<file path="src/rtl/nibble_serial_sub_pkg.sv">
// Shared definitions for the nibble-serial subtractor: FSM encoding, slice width
// and the slice-index width helper.
package nibble_serial_sub_pkg;

  localparam int SLICE_W = 4;

  typedef enum logic [1:0] {
    ST_IDLE = 2'd0,
    ST_RUN  = 2'd1,
    ST_DONE = 2'd2
  } state_t;

  // Index counter never narrower than one bit, even for a single slice.
  function automatic int idx_width(input int width);
    int n;
    n = width / SLICE_W;
    return (n <= 1) ? 1 : $clog2(n);
  endfunction

endpackage

</file>
<file path="src/rtl/nibble_serial_sub_if.sv">
// Request/result bundle of the nibble-serial subtractor; the requester uses the
// master modport, the subtractor the slave modport.
interface nibble_serial_sub_if #(
  parameter int WIDTH = 16
);
  logic             start;
  logic [WIDTH-1:0] a;
  logic [WIDTH-1:0] b;
  logic             bi;
  logic             busy;
  logic             done;
  logic [WIDTH-1:0] d;
  logic             bo;
  logic             ovf;

  modport master (
    output start, a, b, bi,
    input  busy, done, d, bo, ovf
  );

  modport slave (
    input  start, a, b, bi,
    output busy, done, d, bo, ovf
  );
endinterface

</file>
<file path="src/rtl/nibble_serial_sub_sub4_slice.sv">
// Combinational 4-bit subtract slice: a + ~b + ci, where ci is the inverted
// borrow coming from the slice below.
module sub4_slice
  import nibble_serial_sub_pkg::*;
(
  input  logic [SLICE_W-1:0] a,
  input  logic [SLICE_W-1:0] b,
  input  logic               ci,
  output logic [SLICE_W-1:0] s,
  output logic               co
);

  logic [SLICE_W:0] sum;

  assign sum = {1'b0, a} + {1'b0, ~b} + {{SLICE_W{1'b0}}, ci};
  assign s   = sum[SLICE_W-1:0];
  assign co  = sum[SLICE_W];

endmodule

</file>
<file path="src/rtl/nibble_serial_sub.sv">
// Sequential WIDTH-bit subtractor D = A - B - bi, one nibble per clock through a
// single shared sub4_slice with a registered carry.
module nibble_serial_sub
  import nibble_serial_sub_pkg::*;
#(
  parameter int WIDTH = 16
) (
  input  logic                clk,
  input  logic                rst,
  nibble_serial_sub_if.slave  bus
);

  localparam int             N      = WIDTH / SLICE_W;
  localparam int             K_W    = idx_width(WIDTH);
  localparam logic [K_W-1:0] K_LAST = K_W'(N - 1);

  state_t state_reg, state_next;
  logic   load, step;

  logic [WIDTH-1:0] a_reg, b_reg, d_reg;
  logic [K_W-1:0]   k_reg;
  logic             c_reg, bo_reg, ovf_reg;

  logic [SLICE_W-1:0] a_sl [N];
  logic [SLICE_W-1:0] b_sl [N];
  logic [SLICE_W-1:0] a_cur, b_cur, s;
  logic               co;

  genvar gi;
  generate
    for (gi = 0; gi < N; gi++) begin : g_slices
      assign a_sl[gi] = a_reg[gi*SLICE_W +: SLICE_W];
      assign b_sl[gi] = b_reg[gi*SLICE_W +: SLICE_W];
    end
  endgenerate

  assign a_cur = a_sl[k_reg];
  assign b_cur = b_sl[k_reg];

  sub4_slice u_slice (
    .a  (a_cur),
    .b  (b_cur),
    .ci (c_reg),
    .s  (s),
    .co (co)
  );

  always_ff @(posedge clk) begin
    if (rst) state_reg <= ST_IDLE;
    else     state_reg <= state_next;
  end

  always_comb begin
    state_next = state_reg;
    load       = 1'b0;
    step       = 1'b0;
    case (state_reg)
      ST_IDLE: begin
        if (bus.start) begin
          load       = 1'b1;
          state_next = ST_RUN;
        end
      end
      ST_RUN: begin
        step = 1'b1;
        if (k_reg == K_LAST) state_next = ST_DONE;
      end
      ST_DONE: begin
        // A start in the reporting cycle launches the next operation directly.
        if (bus.start) begin
          load       = 1'b1;
          state_next = ST_RUN;
        end else begin
          state_next = ST_IDLE;
        end
      end
      default: state_next = ST_IDLE;
    endcase
  end

  always_ff @(posedge clk) begin
    if (rst) begin
      a_reg   <= '0;
      b_reg   <= '0;
      d_reg   <= '0;
      k_reg   <= '0;
      c_reg   <= 1'b0;
      bo_reg  <= 1'b0;
      ovf_reg <= 1'b0;
    end else begin
      if (load) begin
        a_reg <= bus.a;
        b_reg <= bus.b;
        c_reg <= ~bus.bi;
        k_reg <= '0;
      end
      if (step) begin
        for (int i = 0; i < N; i++) begin
          if (k_reg == K_W'(i)) d_reg[i*SLICE_W +: SLICE_W] <= s;
        end
        c_reg <= co;
        k_reg <= (k_reg == K_LAST) ? '0 : k_reg + 1'b1;
        // The top slice carries the sign bit, so flags resolve on the last step.
        if (k_reg == K_LAST) begin
          bo_reg  <= ~co;
          ovf_reg <= (a_reg[WIDTH-1] ^ b_reg[WIDTH-1]) & (a_reg[WIDTH-1] ^ s[SLICE_W-1]);
        end
      end
    end
  end

  assign bus.busy = (state_reg == ST_RUN);
  assign bus.done = (state_reg == ST_DONE);
  assign bus.d    = d_reg;
  assign bus.bo   = bo_reg;
  assign bus.ovf  = ovf_reg;

endmodule

</file>
<file path="src/flat_wrapper.sv">
// flat-port wrapper written by rule: the top's interface ports become plain ports
module nibble_serial_sub_flat import nibble_serial_sub_pkg::*;
#(
  parameter int WIDTH = 16
)
  (clk, rst, bus_start, bus_a, bus_b, bus_bi, bus_busy, bus_done, bus_d, bus_bo, bus_ovf);
  nibble_serial_sub_if #(.WIDTH(WIDTH)) bus_i ();
  input  logic clk;
  input  logic rst;
  input wire logic [$bits(bus_i.start)-1:0] bus_start;
  input wire logic [$bits(bus_i.a)-1:0] bus_a;
  input wire logic [$bits(bus_i.b)-1:0] bus_b;
  input wire logic [$bits(bus_i.bi)-1:0] bus_bi;
  output wire logic [$bits(bus_i.busy)-1:0] bus_busy;
  output wire logic [$bits(bus_i.done)-1:0] bus_done;
  output wire logic [$bits(bus_i.d)-1:0] bus_d;
  output wire logic [$bits(bus_i.bo)-1:0] bus_bo;
  output wire logic [$bits(bus_i.ovf)-1:0] bus_ovf;
  assign bus_i.start = bus_start;
  assign bus_i.a = bus_a;
  assign bus_i.b = bus_b;
  assign bus_i.bi = bus_bi;
  assign bus_busy = bus_i.busy;
  assign bus_done = bus_i.done;
  assign bus_d = bus_i.d;
  assign bus_bo = bus_i.bo;
  assign bus_ovf = bus_i.ovf;
  nibble_serial_sub #(.WIDTH(WIDTH)) u_core (.clk(clk), .rst(rst), .bus(bus_i));
endmodule
</file>
<file path="config.mk">
export PLATFORM = sky130hd
export DESIGN_NAME = nibble_serial_sub_flat
export DESIGN_NICKNAME = d
export VERILOG_FILES = /design/src/rtl/nibble_serial_sub_pkg.sv /design/src/rtl/nibble_serial_sub_if.sv /design/src/rtl/nibble_serial_sub_sub4_slice.sv /design/src/rtl/nibble_serial_sub.sv /design/src/flat_wrapper.sv
export SDC_FILE = /design/constraint.sdc
export NUM_CORES = 1
export LEC_CHECK = 0
export ABC_CLOCK_PERIOD_IN_PS = 3700
export CORE_AREA = 10 10 79 81
export CTS_BUF_LIST = sky130_fd_sc_hd__clkbuf_2 sky130_fd_sc_hd__clkbuf_4 sky130_fd_sc_hd__clkbuf_8
export CTS_CLUSTER_DIAMETER = 120
export DETAILED_ROUTE_END_ITERATION = 10
export DIE_AREA = 0 0 89 91
export GPL_ROUTABILITY_DRIVEN = 0
export PLACE_DENSITY_LB_ADDON = 0.2
export SYNTH_ARGS = -nofsm -noshare
export SYNTH_HDL_FRONTEND = slang
export SYNTH_SLANG_ARGS = --single-unit
</file>
<file path="constraint.sdc">
create_clock -name clk -period 3.7 [get_ports clk]
set_input_delay 0.74 -clock clk [delete_from_list [all_inputs] [get_ports clk]]
set_output_delay 0.74 -clock clk [all_outputs]
set_load 0.005 [all_outputs]
</file>
# Yosys cells after proc, flatten, opt, wreduce, memory -nomap -nowiden

Cells that the tools add are included.

Flip-flop bits (word level): 55
Output and inout bits: 20
Logic and storage cells: 56

Add/subtract/negate cells: 3
Magnitude comparators: 1
Eq/ne operators: 7
Mux-type cells: 18
Bitwise operators: 7
Reduce and logical (&&, ||, !) cells: 9

Operator list:

| operator            | count |
|---|---|
| $bmux 4 s2          | 2 |
| $mux 4              | 4 |
| $mux 2              | 5 |
| $reduce_and 2->1    | 5 |
| $eq 2x2->1 const B  | 3 |
| $mux 1              | 6 |
| $pmux 2 s3          | 1 |
| $add 4x4->5         | 1 |
| $add 5x1->5         | 1 |
| $eq 2x1->1 const B  | 2 |
| $logic_not 2->1     | 2 |
| $not 4->4           | 1 |
| $ge 3x3->1 const B  | 1 |
| $not 2->3           | 1 |
| $add 2x1->2 const B | 1 |
| $ne 2x1->1 const B  | 1 |
| $ne 2x2->1 const B  | 1 |
| $not 1->1           | 2 |
| $reduce_bool 2->1   | 1 |
| $reduce_or 2->1     | 1 |
| $xor 1x1->1         | 2 |
| $and 1x1->1         | 1 |

# Logic depth before layout (Yosys ltp)

Gate-level depths: netlist of the first run.

Depth in word-level cells: 9
Mapped depth: 9
Depth with buffers taken out: 8

# By module

From an unflattened synthesis of the first run, not the netlist that was laid out.

Cells, all modules: 276
Area total of the unflattened synthesis: 2547.4 um^2

By module, submodules not included:

| module            | instances | cells each | area each (um^2) |
|---|---|---|---|
| nibble_serial_sub | 1         | 257        | 2394.8 |
| sub4_slice        | 1         | 19         | 152.6 |

# Worst setup path before layout of the first run

Ideal clock, no wire load.

Path kind: flip-flop to flip-flop
From: reg u_core.k_reg[0]
To: reg u_core.ovf_reg (netlist: u_core.bus.ovf)
Arrival time: 2668 ps
Path slack: 941 ps
Stages on the path, launching flop included: 8
Path buffers: 1
Period minus slack after synthesis: 2759 ps
Path through: dfxtp_1 > buf_2 > mux4_2 > fa_1 > nand3b_1 > and3b_1 > or4b_1 > a311oi_1

Word-level cells in the longest chain between the ends: 9
Elaborated cells between the ends (all ways): 14
Classes of those cells: add/sub: 2; eq/ne: 1; mux: 6; bitwise: 4; reduce/logical: 1

RTL lines:

| item                                       | RTL line                                         | text |
|---|---|---|
| start, declared                            | nibble_serial_sub.sv:21                          | `logic [K_W-1:0] k_reg;` |
| start signal, assigned                     | nibble_serial_sub.sv:102                         | `k_reg <= (k_reg == K_LAST) ? '0 : k_reg + 1'b1;` |
| $not 2->3 (not written as such)            | nibble_serial_sub.sv:37, nibble_serial_sub.sv:38 |  |
| $bmux 4 s2                                 | nibble_serial_sub.sv:38                          | `assign b_cur = b_sl[k_reg];` |
| $mux 4 (not written as such) (2 in series) | nibble_serial_sub.sv:38                          |  |
| $not 4->4                                  | nibble_serial_sub_sub4_slice.sv:15               | `assign sum = {1'b0, a} + {1'b0, ~b} + {{SLICE_W{1'b0}}, ci};` |
| $add 4x4->5                                | nibble_serial_sub_sub4_slice.sv:15               |  |
| $add 5x1->5                                | nibble_serial_sub_sub4_slice.sv:15               |  |
| $xor 1x1->1                                | nibble_serial_sub.sv:106                         | `ovf_reg <= (a_reg[WIDTH-1] ^ b_reg[WIDTH-1]) & (a_reg[WIDTH-1] ^ s[SLICE_W-1]);` |
| $and 1x1->1                                | nibble_serial_sub.sv:106                         |  |
| end signal, assigned                       | nibble_serial_sub.sv:106                         |  |
| end, declared                              | nibble_serial_sub.sv:22                          | `logic c_reg, bo_reg, ovf_reg;` |

Parallel ways exist; a longest one is shown, timed or not. The select of a mux whose other input is x is not followed.
A chain may end at the register's enable or synchronous reset.

# Worst setup path in the final report of the first run

Ends and elaborated chain as after synthesis.

==> results of run 1 <==
==> routing by layer <==
layer / vias up / track usage
met5: - / 0
met3: 8 / 0.0357
met1: 846 / 0.154
li1: 1011 / -
met4: 0 / 0.0623
met2: 44 / 0.203
==> final cells by class <==
type,instances,share of cell area
tap,54,0.0225
multi-input combinational,192,0.381
clock buffer,8,0.0345
sequential,55,0.366
timing repair buffer,57,0.186
inverter,8,0.00998
==> cells in the mapped netlist (all sizes together) <==
library cell,number
nand2,80
dfxtp,55
a21oi,45
clkbuf,16
nor2,14
a211oi,8
inv,8
mux4,8
ha,7
and2,4
nor2b,4
or3,4
buf,2
fa,2
nand2b,2
nand3b,2
o21ai,2
a21boi,1
a22oi,1
a311oi,1
and2b,1
and3b,1
nor3b,1
o21a,1
o41ai,1
or4b,1
xnor2,1
==> power by group through the flow <==
stage	clock network [µW]	registers (µW)	logic (µW)
after floorplan	0	651	134
after detailed placement	0	661	211
final	365	646	209
after global placement	0	660	206
after global routing	399	651	234
after CTS	371	647	212
==> through the flow <==
stage	setup slack, ns	hold WS (ns)
floorplan	0.941	0.433
global placement	0.730	0.442
detailed placement	0.622	0.447
CTS	0.595	0.460
global route	0.434	0.480
finish	0.642	0.457
==> cells by family (layout without fill, tap and decap cells) <==
logic type	count (synthesis)	count (layout)	synth area share
compound gates	60	60	0.143
fa+ha+maj	9	9	0.0544
buf+inv	26	73	0.0427
xor+xnor	1	1	0.00374
simple gates	114	114	0.210
mux	8	8	0.0768
flops	55	55	0.470
==> worst max-delay path, stage by stage (launching register included) <==
cell and delay, ns:
dfxtp_1 0.77, mux4_2 0.62, fa_1 0.45, nand3b_1 0.19, and3b_1 0.22, or4b_1 0.47
a311oi_1 0.26
==> worst paths after layout <==
path                    from         endpoint  cells past startpoint
min          u_core.bus.d[7]  u_core.bus.d[7]                      2
max          u_core.k_reg[0]   u_core.bus.ovf                      6
max reg2reg  u_core.k_reg[0]   u_core.bus.ovf                      6
min reg2reg  u_core.bus.d[7]  u_core.bus.d[7]                      2
==> flow_metrics.env, run 1 <==
export IMPL_outcome="complete, no violations"
export IMPL_ir_drop_v=0.000232
export IMPL_drt_iter0_drc=77
export IMPL_area_growth_synth_to_final_pct=28.3
export IMPL_row_count=25
export IMPL_min_path_type="flip-flop to flip-flop"
export IMPL_max_clock_path_buffers=2
export IMPL_worstMarginPinSlew_ns=0.957
export IMPL_drt_pass1_iter_count=4
export IMPL_dr_wl_met2_um=2330
export IMPL_yosys_warnings=0
export IMPL_htree_levels=2
export IMPL_core_area_um2=4660
export IMPL_clk_pin_slew_ns=0.09
export IMPL_syn_area_per_cell_um2=8.59
export IMPL_mostFrequentLayoutCells="nand2_1, dfxtp_1, clkdlybuf4s50_1"
export IMPL_port_buffers=55
export IMPL_power_internal_uw=911
export IMPL_syn_cell_area_um2=2340
export IMPL_initial_core_util=0.503
export IMPL_fillers=426
export IMPL_drc=0
export IMPL_setup_violations=0
export IMPL_cts_tree="built"
export IMPL_synth_top_cell_by_area="dfxtp_1"
export IMPL_fin_area_um2=3010
export IMPL_grt_pass1_vias=1855
export IMPL_final_cells=374
export IMPL_cts_root_buffer="clkbuf_8"
export IMPL_synth_nets=318
export IMPL_ctsResizeCount=0
export IMPL_power_switching_uw=309
export IMPL_min_period_ns=3.06
export IMPL_cp_data_arrival_time_ns=3.28
export IMPL_num_nets_final=364
export IMPL_post_dp_cell_area_um2=2910
export IMPL_startpoint_type="flip-flop"
export IMPL_grt_max_degree=57
export IMPL_final_common_cell="nand2_1"
export IMPL_wire_per_inst_um=13.5
export IMPL_seqCellArea_um2=1100
export IMPL_hold_buffers=0
export IMPL_drv_cap=0
export IMPL_synth_seq_area_share=0.470
export IMPL_finalWirelength_um=5050
export IMPL_synthDistinctLibCells=28
export IMPL_cp_max_fo=13
export IMPL_drive_gt1_frac=0.0656
export IMPL_setup_tns_ns=0
export IMPL_multiInputGateArea_um2=1150
export IMPL_rsz0062_at_grt="false"
export IMPL_ys_ff_latch=55
export IMPL_cp_end_kind="flip-flop"
export IMPL_clock_sinks=55
export IMPL_grt_pass1_wl_um=8310
export IMPL_numCtsBuffers=5
export IMPL_dieArea_um2=8100
export IMPL_grt_usage=0.128
export IMPL_p_sw_frac=0.253
export IMPL_worstSkewPairLatency_ns=0.31
export IMPL_cts_setup_buffers=0
export IMPL_met3_length_um=270
export IMPL_yosys_top_cells_area="dfxtp_1, nand2_1, a21oi_1"
export IMPL_final_util=0.646
export IMPL_synth_cells=273
export IMPL_n_antenna_cell=0
export IMPL_antenna_found_initial=0
export IMPL_hpwl_um=3770
export IMPL_rrSetupSlack_ns=0.64
export IMPL_vias=1909
export IMPL_crit_type="flip-flop to flip-flop"
export IMPL_crit_required_ns=3.92
export IMPL_met1Wirelength_um=2360
export IMPL_die_h_um=91
export IMPL_synth_top_area_share=0.470
export IMPL_die_w_um=89
export IMPL_p_total_uw=1220
export IMPL_dp_cells=366
export IMPL_ios=56
export IMPL_finalHoldViolCount=0
export IMPL_fin_skew_ns=0.00308
export IMPL_period_share=0.826
export IMPL_viasPerCell=5.10
export IMPL_p_leak_uw=0.00108
export IMPL_drv_slew=0
export IMPL_slew_headroom=0.362
export IMPL_grt_overflow=0
export IMPL_p_seq_frac=0.529
export IMPL_comb_power_share=0.172
export IMPL_drtAntennaViolNets=0
export IMPL_p_per_area_nw_per_um2=406
export IMPL_fmax_mhz=327
export IMPL_clockPowerShare=0.299
export IMPL_top_layer_used="met4"
Note: power is estimated with default switching activity, not from simulation.
==> run 2, diff against run 1 <==
- ABC_CLOCK_PERIOD_IN_PS: 3700 -> 2600
- CORE_AREA: 10 10 79 81 -> 10 10 83 85
- DIE_AREA: 0 0 89 91 -> 0 0 93 95
- clock period: 3.7 -> 2.6 ns (I/O delays scaled with it)
==> flow_metrics.env, run 2 (synthesized netlist as in run 1, its figures left out) <==
export IMPL_cts_tree="built"
export IMPL_hpwl_um=4420
export IMPL_num_nets_final=373
export IMPL_min_to="u_core.b_reg[10]"
export IMPL_p_per_area_nw_per_um2=557
export IMPL_setup_tns_ns=0
export IMPL_max_clock_path_buffers=2
export IMPL_fillers=526
export IMPL_cp_data_arrival_time_ns=2.71
export IMPL_drt_pass1_iter_count=4
export IMPL_viasPerCell=5.00
export IMPL_cp_end_kind="flip-flop"
export IMPL_dieArea_um2=8840
export IMPL_die_w_um=93
export IMPL_grt_overflow=0
export IMPL_drv_cap=0
export IMPL_cp_max_fo=3
export IMPL_rrSetupSlack_ns=0.11
export IMPL_drt_iter0_drc=102
export IMPL_min_delay_start="u_core.b_reg[10]"
export IMPL_htree_levels=2
export IMPL_worst_r2r_cell_count=6
export IMPL_grt_busiest_layer="met2"
export IMPL_post_dp_cell_area_um2=3000
export IMPL_core_area_um2=5340
export IMPL_crit_type="flip-flop to flip-flop"
export IMPL_ios=56
export IMPL_fin_area_um2=3110
export IMPL_finalWirelength_um=5680
export IMPL_hold_ws_ns=0.455
export IMPL_die_h_um=95
export IMPL_startpoint_type="flip-flop"
export IMPL_setup_violations=0
export IMPL_numCtsBuffers=5
export IMPL_hold_buffers=0
export IMPL_hold_depth=2
export IMPL_grt_max_degree=35
export IMPL_period_share=0.956
export IMPL_grt_pass1_wl_um=9290
export IMPL_min_period_ns=2.49
export IMPL_worstMarginPinSlew_ns=0.432
export IMPL_drc=0
export IMPL_met2_usage=0.216
export IMPL_drtAntennaViolNets=0
export IMPL_grt_pass1_vias=2025
export IMPL_fmax_mhz=402
export IMPL_area_growth_synth_to_final_pct=32.7
export IMPL_rsz0062_at_grt="false"
export IMPL_drive_gt1_frac=0.100
export IMPL_mostFrequentLayoutCells="nand2_1, clkdlybuf4s50_1, dfxtp_1"
export IMPL_drv_slew=0
export IMPL_r2r_end="u_core.bus.ovf"
export IMPL_worst_r2r_startpoint="u_core.k_reg[0]"
export IMPL_ir_drop_v=0.000271
export IMPL_outcome="complete, no violations"
export IMPL_port_buffers=55
export IMPL_worstSkewPairLatency_ns=0.31
export IMPL_wire_per_inst_um=14.2
export IMPL_grt_usage=0.128
export IMPL_met3_usage=0.0349
export IMPL_n_antenna_cell=0
export IMPL_cts_root_buffer="clkbuf_8"
export IMPL_final_common_cell="nand2_1"
export IMPL_clock_sinks=55
export IMPL_row_count=27
export IMPL_min_path_type="flip-flop to flip-flop"
export IMPL_crit_required_ns=2.82
export IMPL_vias=2006
export IMPL_grtUsageMet1=0.149
export IMPL_slew_headroom=0.710
export IMPL_fin_skew_ns=0.00525
export IMPL_p_total_uw=1730
export IMPL_antenna_found_initial=0
export IMPL_finalHoldViolCount=0
export IMPL_initial_core_util=0.439
export IMPL_clk_pin_slew_ns=0.09
export IMPL_p_leak_uw=0.00112
-- run 2: cell types whose count changed in the layout (fill, tap and decap cells not counted) --
cell      previous run  this run
dfxtp_1             55        54
fa_1                 2         1
clkbuf_4             1         2
clkinv_2             0         1
ha_1                 7         6
ha_4                 0         1
buf_6                0         2
dfxtp_4              0         1
fa_2                 0         1
buf_4                2         9
clkbuf_8             7         5
-- run 2: how the worst max path moves through the flow --
stage          cells after the start             end            start  slack [ns]
2_1_floorplan                      7  u_core.bus.ovf  u_core.k_reg[0]      0.0005
3_3_place_gp                       7  u_core.bus.ovf  u_core.k_reg[0]        0.15
3_5_place_dp                       6  u_core.bus.ovf  u_core.k_reg[0]        0.07
4_1_cts                            6  u_core.bus.ovf  u_core.k_reg[0]        0.05
5_1_grt                            8  u_core.bus.ovf  u_core.k_reg[0]       0.009
6_report                           6  u_core.bus.ovf  u_core.k_reg[0]        0.11
-- run 2: critical path: stages (launching register included) --
cell and delay (ns):
dfxtp_4 0.38, mux4_2 0.53, fa_2 0.40, nand3b_1 0.18
and3b_1 0.19, or4b_1 0.47, a311oi_1 0.26
-- run 2: report_power, final --
| part | internal, µW | leakage [µW] | switching [µW] |
|---|---|---|---|
| clock network | 211 | 0.0000491 | 264 |
| registers | 888 | 0.000450 | 27.8 |
| logic | 178 | 0.000626 | 163 |
| total | 1280 | 0.00112 | 455 |
-- run 2: stage by stage --
stage	std cells	utilization	setup slack, ns
finish	401	0.583	0.115
global route	401	0.583	0.00855
CTS	401	0.578	0.0527
detailed placement	393	0.561	0.0676
global placement	393	0.561	0.149
floorplan	273	-	0.000473
-- run 2: area by class of cell --
type                    instances  area, µm²  area share
clock buffers                   7       83.8      0.0270
clock inverters                 1       5.00     0.00161
inverters                       8       30.0     0.00965
multi-input cells             192       1160       0.373
flip-flops and latches         55       1100       0.355
well taps                      72       90.1      0.0290
repair buffers                 66        636       0.204
-- run 2: layer usage --
layer,vias to the layer above,routed length [µm]
met4,0,107
met5,-,0
met3,12,314
li1,1024,-
met1,916,2520
met2,54,2740
-- run 2: timing repair --
action	4_1_cts	5_1_grt
buffers inserted	0	0
resized for setup	0	5
hold endpoints to repair	0	0
setup endpoints to repair	0	5
==> run 3, diff against run 2 <==
- CAP_MARGIN: unset -> 20
- CTS_CLUSTER_SIZE: unset -> 40
==> results of run 3 <==
Same layout as run 2: the final DEF is identical, and so are final timing and power.
